<file path="src/rtl/fft_stage_sequencer_if.sv">
// Control bundle between the FFT stage sequencer and its datapath/neighbours.
// master = sequencer side, slave = deserializer/butterfly/serializer side.
interface fft_stage_sequencer_if #(
  parameter int SIZE_FFT  = 8,
  parameter int CNT_WIDTH = 8
);
  localparam int STAGE_W = $clog2($clog2(SIZE_FFT) + 1);

  logic                 recv_val;
  logic                 recv_rdy;
  logic                 send_val;
  logic                 send_rdy;
  logic                 buf_load;
  logic [STAGE_W-1:0]   stage;
  logic                 bfly_start;
  logic                 bfly_done;
  logic                 buf_swap;
  logic                 busy;
  logic [CNT_WIDTH-1:0] frame_cnt;
  logic                 err;

  modport master (
    input  recv_val, send_rdy, bfly_done,
    output recv_rdy, send_val, buf_load, stage, bfly_start, buf_swap, busy, frame_cnt, err
  );

  modport slave (
    output recv_val, send_rdy, bfly_done,
    input  recv_rdy, send_val, buf_load, stage, bfly_start, buf_swap, busy, frame_cnt, err
  );
endinterface

</file>
<file path="src/rtl/fft_stage_sequencer.sv">
// Stage sequencer for an iterative FFT: load, per-stage start/wait/swap, hand off frame.
// Latency: 2 + $clog2(SIZE_FFT)*(2+wait) cycles from accept to send_val; Moore outputs.
// Backpressure: holds send_val in DONE until send_rdy; recv_rdy only in IDLE. Option: FFT_SEQ_TIMEOUT_EN.
module fft_stage_sequencer #(
  parameter int SIZE_FFT       = 8,
  parameter int CNT_WIDTH      = 8,
  parameter int TIMEOUT_CYCLES = 64
) (
  input  logic                  clk,
  input  logic                  reset_n,
  fft_stage_sequencer_if.master bus
);

  localparam int NUM_STAGES = $clog2(SIZE_FFT);
  localparam int STAGE_W    = $clog2(NUM_STAGES + 1);
  localparam logic [STAGE_W-1:0] LAST_STAGE = STAGE_W'(NUM_STAGES - 1);

  localparam logic [2:0] ST_IDLE  = 3'd0;
  localparam logic [2:0] ST_LOAD  = 3'd1;
  localparam logic [2:0] ST_START = 3'd2;
  localparam logic [2:0] ST_WAIT  = 3'd3;
  localparam logic [2:0] ST_WB    = 3'd4;
  localparam logic [2:0] ST_DONE  = 3'd5;

  logic [2:0]           state_q,     state_d;
  logic [STAGE_W-1:0]   stage_q,     stage_d;
  logic [CNT_WIDTH-1:0] frame_cnt_q, frame_cnt_d;
  logic                 err_q,       err_d;

`ifdef FFT_SEQ_TIMEOUT_EN
  localparam int WD_W = $clog2(TIMEOUT_CYCLES + 1);
  localparam logic [WD_W-1:0] WD_LAST = WD_W'(TIMEOUT_CYCLES - 1);

  // Counts WAIT cycles already spent without bfly_done.
  logic [WD_W-1:0] wdog_q, wdog_d;
`endif

  always_comb begin
    state_d     = state_q;
    stage_d     = stage_q;
    frame_cnt_d = frame_cnt_q;
    err_d       = err_q;
`ifdef FFT_SEQ_TIMEOUT_EN
    wdog_d      = wdog_q;
`endif
    case (state_q)
      ST_IDLE: begin
        if (bus.recv_val) begin
          state_d = ST_LOAD;
          stage_d = '0;
        end
      end
      ST_LOAD: begin
        state_d = ST_START;
      end
      ST_START: begin
        state_d = ST_WAIT;
`ifdef FFT_SEQ_TIMEOUT_EN
        wdog_d  = '0;
`endif
      end
      ST_WAIT: begin
        if (bus.bfly_done) begin
          state_d = ST_WB;
`ifdef FFT_SEQ_TIMEOUT_EN
        end else if (wdog_q == WD_LAST) begin
          state_d = ST_IDLE;
          stage_d = '0;
          err_d   = 1'b1;
        end else begin
          wdog_d  = wdog_q + 1'b1;
`endif
        end
      end
      ST_WB: begin
        if (stage_q == LAST_STAGE) begin
          state_d = ST_DONE;
        end else begin
          stage_d = stage_q + 1'b1;
          state_d = ST_START;
        end
      end
      ST_DONE: begin
        if (bus.send_rdy) begin
          frame_cnt_d = frame_cnt_q + 1'b1;
          stage_d     = '0;
          state_d     = ST_IDLE;
        end
      end
      default: begin
        state_d = ST_IDLE;
        stage_d = '0;
      end
    endcase
  end

  always_ff @(posedge clk or negedge reset_n) begin
    if (!reset_n) begin
      state_q     <= ST_IDLE;
      stage_q     <= '0;
      frame_cnt_q <= '0;
      err_q       <= 1'b0;
    end else begin
      state_q     <= state_d;
      stage_q     <= stage_d;
      frame_cnt_q <= frame_cnt_d;
      err_q       <= err_d;
    end
  end

`ifdef FFT_SEQ_TIMEOUT_EN
  always_ff @(posedge clk or negedge reset_n) begin
    if (!reset_n) begin
      wdog_q <= '0;
    end else begin
      wdog_q <= wdog_d;
    end
  end
  assign bus.err = err_q;
`else
  assign bus.err = 1'b0;
`endif

  assign bus.recv_rdy   = (state_q == ST_IDLE);
  assign bus.busy       = (state_q != ST_IDLE);
  assign bus.buf_load   = (state_q == ST_LOAD);
  assign bus.bfly_start = (state_q == ST_START);
  assign bus.buf_swap   = (state_q == ST_WB);
  assign bus.send_val   = (state_q == ST_DONE);
  assign bus.stage      = stage_q;
  assign bus.frame_cnt  = frame_cnt_q;

endmodule

</file>
<file path="src/flat_wrapper.sv">
// flat-port wrapper written by rule: the top's interface ports become plain ports
module fft_stage_sequencer_flat 
#(
  parameter int SIZE_FFT       = 8,
  parameter int CNT_WIDTH      = 8,
  parameter int TIMEOUT_CYCLES = 64
)
  (clk, reset_n, bus_recv_val, bus_send_rdy, bus_bfly_done, bus_recv_rdy, bus_send_val, bus_buf_load, bus_stage, bus_bfly_start, bus_buf_swap, bus_busy, bus_frame_cnt, bus_err);
  fft_stage_sequencer_if #(.SIZE_FFT(SIZE_FFT), .CNT_WIDTH(CNT_WIDTH)) bus_i ();
  input  logic clk;
  input  logic reset_n;
  input wire logic [$bits(bus_i.recv_val)-1:0] bus_recv_val;
  input wire logic [$bits(bus_i.send_rdy)-1:0] bus_send_rdy;
  input wire logic [$bits(bus_i.bfly_done)-1:0] bus_bfly_done;
  output wire logic [$bits(bus_i.recv_rdy)-1:0] bus_recv_rdy;
  output wire logic [$bits(bus_i.send_val)-1:0] bus_send_val;
  output wire logic [$bits(bus_i.buf_load)-1:0] bus_buf_load;
  output wire logic [$bits(bus_i.stage)-1:0] bus_stage;
  output wire logic [$bits(bus_i.bfly_start)-1:0] bus_bfly_start;
  output wire logic [$bits(bus_i.buf_swap)-1:0] bus_buf_swap;
  output wire logic [$bits(bus_i.busy)-1:0] bus_busy;
  output wire logic [$bits(bus_i.frame_cnt)-1:0] bus_frame_cnt;
  output wire logic [$bits(bus_i.err)-1:0] bus_err;
  assign bus_i.recv_val = bus_recv_val;
  assign bus_i.send_rdy = bus_send_rdy;
  assign bus_i.bfly_done = bus_bfly_done;
  assign bus_recv_rdy = bus_i.recv_rdy;
  assign bus_send_val = bus_i.send_val;
  assign bus_buf_load = bus_i.buf_load;
  assign bus_stage = bus_i.stage;
  assign bus_bfly_start = bus_i.bfly_start;
  assign bus_buf_swap = bus_i.buf_swap;
  assign bus_busy = bus_i.busy;
  assign bus_frame_cnt = bus_i.frame_cnt;
  assign bus_err = bus_i.err;
  fft_stage_sequencer #(.SIZE_FFT(SIZE_FFT), .CNT_WIDTH(CNT_WIDTH), .TIMEOUT_CYCLES(TIMEOUT_CYCLES)) u_core (.clk(clk), .reset_n(reset_n), .bus(bus_i));
endmodule
</file>
<file path="config.mk">
export PLATFORM = sky130hd
export DESIGN_NAME = fft_stage_sequencer_flat
export DESIGN_NICKNAME = d
export VERILOG_FILES = /design/src/rtl/fft_stage_sequencer_if.sv /design/src/rtl/fft_stage_sequencer.sv /design/src/flat_wrapper.sv
export SDC_FILE = /design/constraint.sdc
export NUM_CORES = 1
export LEC_CHECK = 0
export CORE_UTILIZATION = 41
export CTS_CLUSTER_DIAMETER = 150
export DETAILED_ROUTE_END_ITERATION = 6
export GPL_ROUTABILITY_DRIVEN = 0
export PLACE_DENSITY = 0.73
export SLEW_MARGIN = 20
export SYNTH_ARGS = -nofsm -noshare
export SYNTH_HDL_FRONTEND = slang
export SYNTH_SLANG_ARGS = --single-unit
</file>
<file path="constraint.sdc">
create_clock -name clk -period 1.31 [get_ports clk]
set_input_delay 0.3275 -clock clk [delete_from_list [all_inputs] [get_ports clk]]
set_output_delay 0.3275 -clock clk [all_outputs]
set_load 0.01 [all_outputs]
</file>
==> metrics.txt, run 1 <==
# TYPE chip_impl_metric gauge
chip_impl_metric{name="netlist_area",unit="µm²"} 755.7
chip_impl_metric{name="post_synth_num_cell_types",unit=""} 29
chip_impl_metric{name="num-nets-final",unit=""} 130
chip_impl_info{name="busiest_layer",value="met2"} 1
chip_impl_metric{name="worst_ep_required_time",unit="ns"} 0.98
chip_impl_metric{name="cap_violations",unit=""} 0
chip_impl_metric{name="placement_rows",unit=""} 15
chip_impl_metric{name="maxClockFrequency",unit="MHz"} 622.6
chip_impl_metric{name="layout-area-overhead-vs-synth",unit="%"} 79.80
chip_impl_metric{name="ratio_of_routed_vias_to_standard_cells",unit=""} 4.986
chip_impl_info{name="violated_checks",value="DRC, setup timing"} 1
chip_impl_metric{name="clockBufferDepth",unit=""} 2
chip_impl_metric{name="core",unit="mm²"} 0.001727
chip_impl_metric{name="dp.final_hpwl",unit="µm"} 1149
chip_impl_metric{name="holdWs",unit="ns"} 0.3368
chip_impl_metric{name="power.density",unit="mW/mm²"} 1767
chip_impl_metric{name="detail_route.wl_per_cell",unit="µm"} 14.82
chip_impl_metric{name="finalSetupViolations",unit=""} 14
chip_impl_metric{name="fin_cells",unit=""} 147
chip_impl_metric{name="io-pin-count",unit=""} 22
chip_impl_metric{name="grt-ovfl-total",unit=""} 0
chip_impl_metric{name="synthesis.instances",unit=""} 72
chip_impl_metric{name="synth.ff_latch_count",unit=""} 13
chip_impl_metric{name="die_area",unit="mm²"} 0.002019
chip_impl_metric{name="detail_route.drc_violations",unit=""} 2
chip_impl_metric{name="worst_slack",unit="ns"} -0.2962
chip_impl_info{name="critPathLaunchType",value="flop"} 1
chip_impl_metric{name="detailroute.via_count",unit=""} 733
chip_impl_metric{name="grt.met1_usage",unit="%"} 24.56
chip_impl_metric{name="grt_pass1_wl",unit="µm"} 2787
chip_impl_metric{name="grt_pass1_vias",unit=""} 606
chip_impl_info{name="hold_path.class",value="input pin to async pin"} 1
chip_impl_metric{name="largest_fanout_on_the_critical_path",unit=""} 4
chip_impl_metric{name="portBuffers",unit=""} 20
chip_impl_metric{name="area.sequential",unit="µm²"} 326.6
chip_impl_metric{name="vdd.ir_drop.worst",unit="µV"} 1326
chip_impl_metric{name="die_width",unit="µm"} 44.93
chip_impl_metric{name="tritoncts.num_buffers",unit=""} 3
chip_impl_metric{name="globalRouteTotalUtil",unit="%"} 19.50
chip_impl_metric{name="n_fill_cell",unit=""} 112
chip_impl_metric{name="placed_cells_incl_taps",unit=""} 131
chip_impl_metric{name="multi_input_comb_area",unit="µm²"} 503.0
chip_impl_metric{name="period_needed",unit="ns"} 1.606
chip_impl_metric{name="number_of_nets_in_the_synthesized_netlist",unit=""} 79
chip_impl_metric{name="first_pass_iters",unit=""} 7
chip_impl_metric{name="groute.layer.met2.usage",unit="%"} 31.01
chip_impl_metric{name="timing.clock.skew",unit="ns"} 0.009697
chip_impl_metric{name="syn_area_per_cell",unit="µm²"} 10.50
chip_impl_metric{name="final-hold-violation-count",unit=""} 0
chip_impl_metric{name="final_antenna_net_count",unit=""} 0
chip_impl_metric{name="yosys_warnings",unit=""} 0
chip_impl_info{name="worst-setup-path-type",value="flop to primary output"} 1
chip_impl_metric{name="chipHeight",unit="µm"} 44.93
chip_impl_metric{name="grt_use_met3",unit="%"} 5.200
chip_impl_metric{name="insertedDiodeCount",unit=""} 0
chip_impl_metric{name="clk-insertion-delay-late",unit="ns"} 0.28
chip_impl_metric{name="cp.arrival",unit="ns"} 1.28
chip_impl_metric{name="final_layout_size_suffix_gt1_share",unit="%"} 52.46
chip_impl_metric{name="power_leakage",unit="nW"} 0.6906
chip_impl_metric{name="initial_standard_cell_utilization_of_the_core",unit="%"} 43.77
chip_impl_info{name="outcome",value="finished, violations left"} 1
chip_impl_metric{name="fin_total_pwr",unit="W"} 0.002401
chip_impl_metric{name="first_iter_violations",unit=""} 18
chip_impl_info{name="tritoncts_clock_tree",value="built"} 1
chip_impl_metric{name="numClockSinks",unit=""} 13
chip_impl_metric{name="report.final.slew_viol_count",unit=""} 0
chip_impl_metric{name="ys_seq_area_share",unit="%"} 43.05
chip_impl_metric{name="final.period_utilization",unit="%"} 122.6
chip_impl_metric{name="clock_pin_transition_on_the_worst_setup_and_hold_timing_paths",unit="ns"} 0.09
chip_impl_info{name="clockRootBuffer",value="sky130_fd_sc_hd__clkbuf_4"} 1
chip_impl_metric{name="cts_max_level",unit=""} 1
chip_impl_info{name="critical_path.endpoint_type",value="primary output"} 1
chip_impl_metric{name="drt-total-wl",unit="µm"} 2179
chip_impl_metric{name="number_of_antenna_violations_at_the_first_check_in_global_routing",unit=""} 0
chip_impl_info{name="grt_setup_unrepaired",value="yes"} 1
chip_impl_metric{name="grt_max_degree",unit=""} 14
## flip-flops by register name, summed over array words and instances (netlist names)
register	cells
u_core.state_q	3
u_core.bus.stage	2
u_core.bus.frame_cnt	8
## power breakdown
| group | internal (W) | total [W] | switching, W |
|---|---|---|---|
| Combinational | 0.000901 | 0.00158 | 0.000680 |
| Sequential | 0.000485 | 0.000559 | 0.0000739 |
| Clock | 0.000118 | 0.000261 | 0.000143 |
| Total | 0.00150 | 0.00240 | 0.000897 |
## critical path, stage by stage (launching register included)
cell and delay (ns):
sky130_fd_sc_hd__dfrtp_2 0.44, sky130_fd_sc_hd__or3b_4 0.41, sky130_fd_sc_hd__inv_2 0.06, sky130_fd_sc_hd__buf_6 0.09
## stage by stage
| step | instance area (µm²) | setup TNS (ns) | utilization [%] | setup WS [ns] |
|---|---|---|---|---|
| 2_1_floorplan | 774.5 | -0.1924 | - | -0.09279 |
| 3_3_place_gp | 1100 | -4.724 | 63.70 | -0.3820 |
| 3_5_place_dp | 1100 | -4.908 | 63.70 | -0.4013 |
| 4_1_cts | 1217 | -1.592 | 70.51 | -0.2883 |
| 5_1_grt | 1359 | -3.036 | 78.70 | -0.3308 |
| 6_report | 1359 | -2.078 | 78.70 | -0.2962 |
## worst paths after layout
kind,end,from,cells past startpoint,slack [ns]
max,bus_buf_swap,u_core.state_q[0]$_DFFE_PN0P_,3,-0.30
min,u_core.bus.frame_cnt[4]$_DFFE_PN0P_,reset_n,2,0.34
max reg2reg,u_core.bus.stage[1]$_DFFE_PN0P_,u_core.state_q[2]$_DFFE_PN0P_,5,-0.18
min reg2reg,u_core.bus.frame_cnt[5]$_DFFE_PN0P_,u_core.bus.frame_cnt[5]$_DFFE_PN0P_,1,0.50
max in group asynchronous,u_core.state_q[0]$_DFFE_PN0P_,reset_n,2,0.78
min in group clk,u_core.bus.frame_cnt[5]$_DFFE_PN0P_,u_core.bus.frame_cnt[5]$_DFFE_PN0P_,1,0.50
## area by class of cell
cell class                      count  area share, %
Sequential cell                    13          24.03
Timing Repair Buffer               50          33.06
Tap cell                           25          2.302
Multi-Input combinational cell     49          37.02
Clock buffer                        4          1.934
Inverter                            6          1.657
## metal layers
| metal | share of wire (%) | vias to the layer above | wire length [µm] |
|---|---|---|---|
| met5 | 0 | - | 0 |
| met4 | 2.9 | 0 | 63 |
| met3 | 3.5 | 6 | 77 |
| met2 | 50 | 21 | 1090 |
| met1 | 44 | 360 | 948 |
| li1 | - | 346 | - |
## logic make-up after synthesis
kind of cell,share of synthesized area [%]
AO/OA/AOI/OAI,7.448
XOR/XNOR,8.113
adder cells (fa/ha/maj),3.311
buffers and inverters,8.444
flip-flops,43.05
multiplexers,4.139
other,0.4962
AND/OR/NAND/NOR,25.00
## what timing repair did
item                                    in CTS  in global routing
buffers inserted                             6                  7
endpoints found under the setup margin      21                 23
endpoints found under the hold margin        0                  0
pin swaps                                   11                 12
resized for setup                           53                 21
hold buffers                                 0                  0
## cells in the final DEF (no fill, tap or decap), types with 4 or more instances in the layout
cell type,count
sky130_fd_sc_hd__dlygate4sd2_1,5
sky130_fd_sc_hd__buf_6,10
sky130_fd_sc_hd__inv_1,4
sky130_fd_sc_hd__nand2_1,4
sky130_fd_sc_hd__clkdlybuf4s15_1,5
sky130_fd_sc_hd__buf_4,21
sky130_fd_sc_hd__clkdlybuf4s50_1,4
sky130_fd_sc_hd__xnor2_1,4
sky130_fd_sc_hd__dfrtp_1,12
## Yosys cell counts, drive strengths merged
master,number,area share (%)
nor3,3,2.0
buf,4,5.5
nand2,6,3.0
a2bb2oi,1,1.2
xor2,2,2.3
nand2b,3,2.5
conb,1,0.50
and4b,1,1.8
nor4,1,1.7
nor3b,2,2.0
dfrtp,13,43
o22ai,2,1.7
a211oi,2,2.0
mux2i,2,2.6
or3b,1,1.2
nor2,3,1.5
inv,6,3.0
or3,1,0.83
nand4,3,2.5
nor4b,1,1.2
nand4b,1,3.1
a21oi,1,0.66
nand3,1,0.66
and3b,1,1.2
ha,2,3.3
a21o,2,2.0
xnor2,5,5.8
mux2,1,1.5
Power figures use the tool's default switching activity.
==> run 2, diff against run 1 <==
CORE_UTILIZATION = 50   (was 41)
DONT_BUFFER_PORTS = 1   (was not set)
PLACE_DENSITY = 0.68   (was 0.73)
REMOVE_ABC_BUFFERS = 1   (was not set)
==> run 2 against run 1 <==
Largest power group unchanged. Routed wire length is 10% higher. First-iteration DRC count up 17%. Critical endpoint is now bus_busy. The run ends with setup timing left. Critical path depth is 1 lower.
==> metrics.txt, run 2 (synthesized netlist as in run 1, its figures left out) <==
# TYPE chip_impl_metric gauge
chip_impl_info{name="outcome",value="finished, violations left"} 1
chip_impl_info{name="violated_checks",value="setup timing"} 1
chip_impl_metric{name="detailroute.via_count",unit=""} 690
chip_impl_metric{name="core",unit="mm²"} 0.001350
chip_impl_info{name="clockRootBuffer",value="sky130_fd_sc_hd__clkbuf_4"} 1
chip_impl_metric{name="grt_pass1_vias",unit=""} 579
chip_impl_metric{name="first_pass_iters",unit=""} 4
chip_impl_metric{name="grt_use_met3",unit="%"} 7.609
chip_impl_metric{name="drt-total-wl",unit="µm"} 2397
chip_impl_info{name="hold_path.class",value="input pin to flop"} 1
chip_impl_metric{name="initial_standard_cell_utilization_of_the_core",unit="%"} 55.98
chip_impl_metric{name="slowest_delay",unit="ns"} 0.44
chip_impl_metric{name="grt_max_degree",unit=""} 14
chip_impl_metric{name="final-hold-violation-count",unit=""} 0
chip_impl_metric{name="detail_route.drc_violations",unit=""} 0
chip_impl_metric{name="period_needed",unit="ns"} 1.607
chip_impl_metric{name="tightestPinTransition",unit="ns"} 0.5884
chip_impl_metric{name="power.density",unit="mW/mm²"} 2125
chip_impl_metric{name="report.final.slew_viol_count",unit=""} 0
chip_impl_metric{name="number_of_antenna_violations_at_the_first_check_in_global_routing",unit=""} 0
chip_impl_info{name="critPathLaunchType",value="flop"} 1
chip_impl_metric{name="worstRegToRegCells",unit=""} 5
chip_impl_metric{name="final_antenna_net_count",unit=""} 0
chip_impl_metric{name="clk-insertion-delay-late",unit="ns"} 0.28
chip_impl_metric{name="num-nets-final",unit=""} 108
chip_impl_metric{name="detail_route.wl_per_cell",unit="µm"} 20.84
chip_impl_metric{name="setup_total_negative_slack",unit="ns"} -3.329
chip_impl_info{name="startpoint_of_the_worst_slack_reg_to_reg_timing_path",value="u_core.state_q[0]$_DFFE_PN0P_"} 1
chip_impl_metric{name="layout-area-overhead-vs-synth",unit="%"} 55.46
chip_impl_metric{name="timing.critical_path.depth",unit=""} 2
chip_impl_info{name="crit_family",value="flip-flops"} 1
chip_impl_metric{name="holdWs",unit="ns"} 0.2705
chip_impl_info{name="tritoncts_clock_tree",value="built"} 1
chip_impl_metric{name="clock_pin_transition_on_the_worst_setup_and_hold_timing_paths",unit="ns"} 0.08
chip_impl_metric{name="die_area",unit="mm²"} 0.001671
chip_impl_info{name="critical_path.endpoint_type",value="primary output"} 1
chip_impl_info{name="worst-setup-path-type",value="flop to primary output"} 1
chip_impl_info{name="startpoint",value="u_core.state_q[2]$_DFFE_PN0P_"} 1
chip_impl_metric{name="placed_cells_incl_taps",unit=""} 96
chip_impl_metric{name="placement_rows",unit=""} 13
chip_impl_metric{name="final_layout_size_suffix_gt1_share",unit="%"} 55.00
chip_impl_metric{name="fin_cells",unit=""} 115
chip_impl_metric{name="groute.layer.met2.usage",unit="%"} 41.02
chip_impl_info{name="mostFrequentLayoutCells",value="sky130_fd_sc_hd__buf_4, sky130_fd_sc_hd__dfrtp_1, sky130_fd_sc_hd__buf_6"} 1
chip_impl_metric{name="layout.core_utilization",unit="%"} 87.02
chip_impl_metric{name="largest_fanout_on_the_critical_path",unit=""} 4
chip_impl_metric{name="portBuffers",unit=""} 0
chip_impl_metric{name="die_width",unit="µm"} 40.88
chip_impl_metric{name="maxClockFrequency",unit="MHz"} 622.2
chip_impl_metric{name="maxSlewHeadroom",unit="%"} 60.64
chip_impl_metric{name="worst_setup_slack_after_placement",unit="ns"} -0.09843
chip_impl_info{name="busiest_layer",value="met2"} 1
chip_impl_metric{name="worst_ep_required_time",unit="ns"} 0.98
chip_impl_info{name="timing.critical_path.slowest_stage_cell",value="sky130_fd_sc_hd__dfrtp_2"} 1
chip_impl_metric{name="numClockSinks",unit=""} 13
chip_impl_metric{name="finalSetupViolations",unit=""} 19
chip_impl_metric{name="clockBufferDepth",unit=""} 2
chip_impl_info{name="holdCritStartpoint",value="bus_bfly_done"} 1
chip_impl_info{name="layout.cells.most_common",value="sky130_fd_sc_hd__buf_4"} 1
chip_impl_metric{name="ratio_of_routed_vias_to_standard_cells",unit=""} 6.000
chip_impl_metric{name="grt.met1_usage",unit="%"} 31.40
chip_impl_metric{name="globalRouteTotalUtil",unit="%"} 24.97
chip_impl_metric{name="hold_depth",unit=""} 2
chip_impl_metric{name="cap_violations",unit=""} 0
chip_impl_metric{name="chipHeight",unit="µm"} 40.88
chip_impl_metric{name="io-pin-count",unit=""} 22
chip_impl_metric{name="worst_slack",unit="ns"} -0.2971
chip_impl_metric{name="tritoncts.num_buffers",unit=""} 3
chip_impl_metric{name="dp.final_hpwl",unit="µm"} 1052
chip_impl_metric{name="critical_path.n_buffers_inverters",unit=""} 1
chip_impl_metric{name="largest_reg_flops",unit=""} 8
chip_impl_metric{name="vdd.ir_drop.worst",unit="µV"} 1374
chip_impl_metric{name="grt_pass1_wl",unit="µm"} 2642
chip_impl_metric{name="power_leakage",unit="nW"} 0.6074
chip_impl_metric{name="first_iter_violations",unit=""} 21
chip_impl_metric{name="cts_max_level",unit=""} 1
chip_impl_info{name="worstPathCellList",value="or3_4 -> buf_6"} 1
chip_impl_metric{name="final.period_utilization",unit="%"} 122.7
chip_impl_info{name="grt_setup_unrepaired",value="yes"} 1
chip_impl_metric{name="grt-ovfl-total",unit=""} 0
chip_impl_metric{name="cp.arrival",unit="ns"} 1.28
chip_impl_metric{name="insertedDiodeCount",unit=""} 0
chip_impl_metric{name="timing.clock.skew",unit="ns"} 0.007615
## run 2: power breakdown
part | total, W | switching (W) | internal (W)
logic | 0.00162 | 0.000700 | 0.000921
registers | 0.000616 | 0.000126 | 0.000490
clock network | 0.000259 | 0.000141 | 0.000118
## run 2: layout make-up
class | instances | area (µm²)
multi-input combinational | 49 | 498.0
sequential | 13 | 329.1
timing repair buffer | 28 | 280.3
fill | 59 | 175.2
clock buffer | 4 | 26.28
inverter | 6 | 22.52
tap | 15 | 18.77
## run 2: worst paths after layout
| check | end | slack, ns |
|---|---|---|
| max in group asynchronous | u_core.state_q[0]$_DFFE_PN0P_ | 0.40 |
| setup / recovery | bus_busy | -0.30 |
| setup reg to reg | u_core.bus.stage[1]$_DFFE_PN0P_ | -0.22 |
| hold reg to reg | u_core.bus.frame_cnt[7]$_DFFE_PN0P_ | 0.55 |
| hold / removal | u_core.state_q[2]$_DFFE_PN0P_ | 0.27 |
| min in group asynchronous | u_core.bus.frame_cnt[6]$_DFFE_PN0P_ | 0.48 |
## run 2: metal layers
metal,routed length (µm),share of wire [%]
met1,953,40
met2,1196,50
met3,206,8.6
met4,40,1.7
met5,0,0
## run 2: worst register-to-register path: stages (launching register included)
cell,delay [ns]
sky130_fd_sc_hd__dfrtp_2,0.45
sky130_fd_sc_hd__buf_12,0.14
sky130_fd_sc_hd__buf_4,0.12
sky130_fd_sc_hd__a21o_1,0.16
sky130_fd_sc_hd__a211oi_2,0.22
sky130_fd_sc_hd__mux2_1,0.34
## run 2: metrics by stage
step                cell area (µm²)  total power (W)
floorplan                     714.4         0.001019
global placement              830.8         0.001290
detailed placement            830.8         0.001306
CTS                            1035         0.002010
global route                   1175         0.002593
finish                         1175         0.002497
## run 2: repair_timing
item	in CTS	in global routing
pin swaps	8	7
buffers inserted	11	3
endpoints found under the hold margin	13	0
hold buffers	1	0
gates cloned	0	0
endpoints found under the setup margin	11	19
resized for setup	17	20
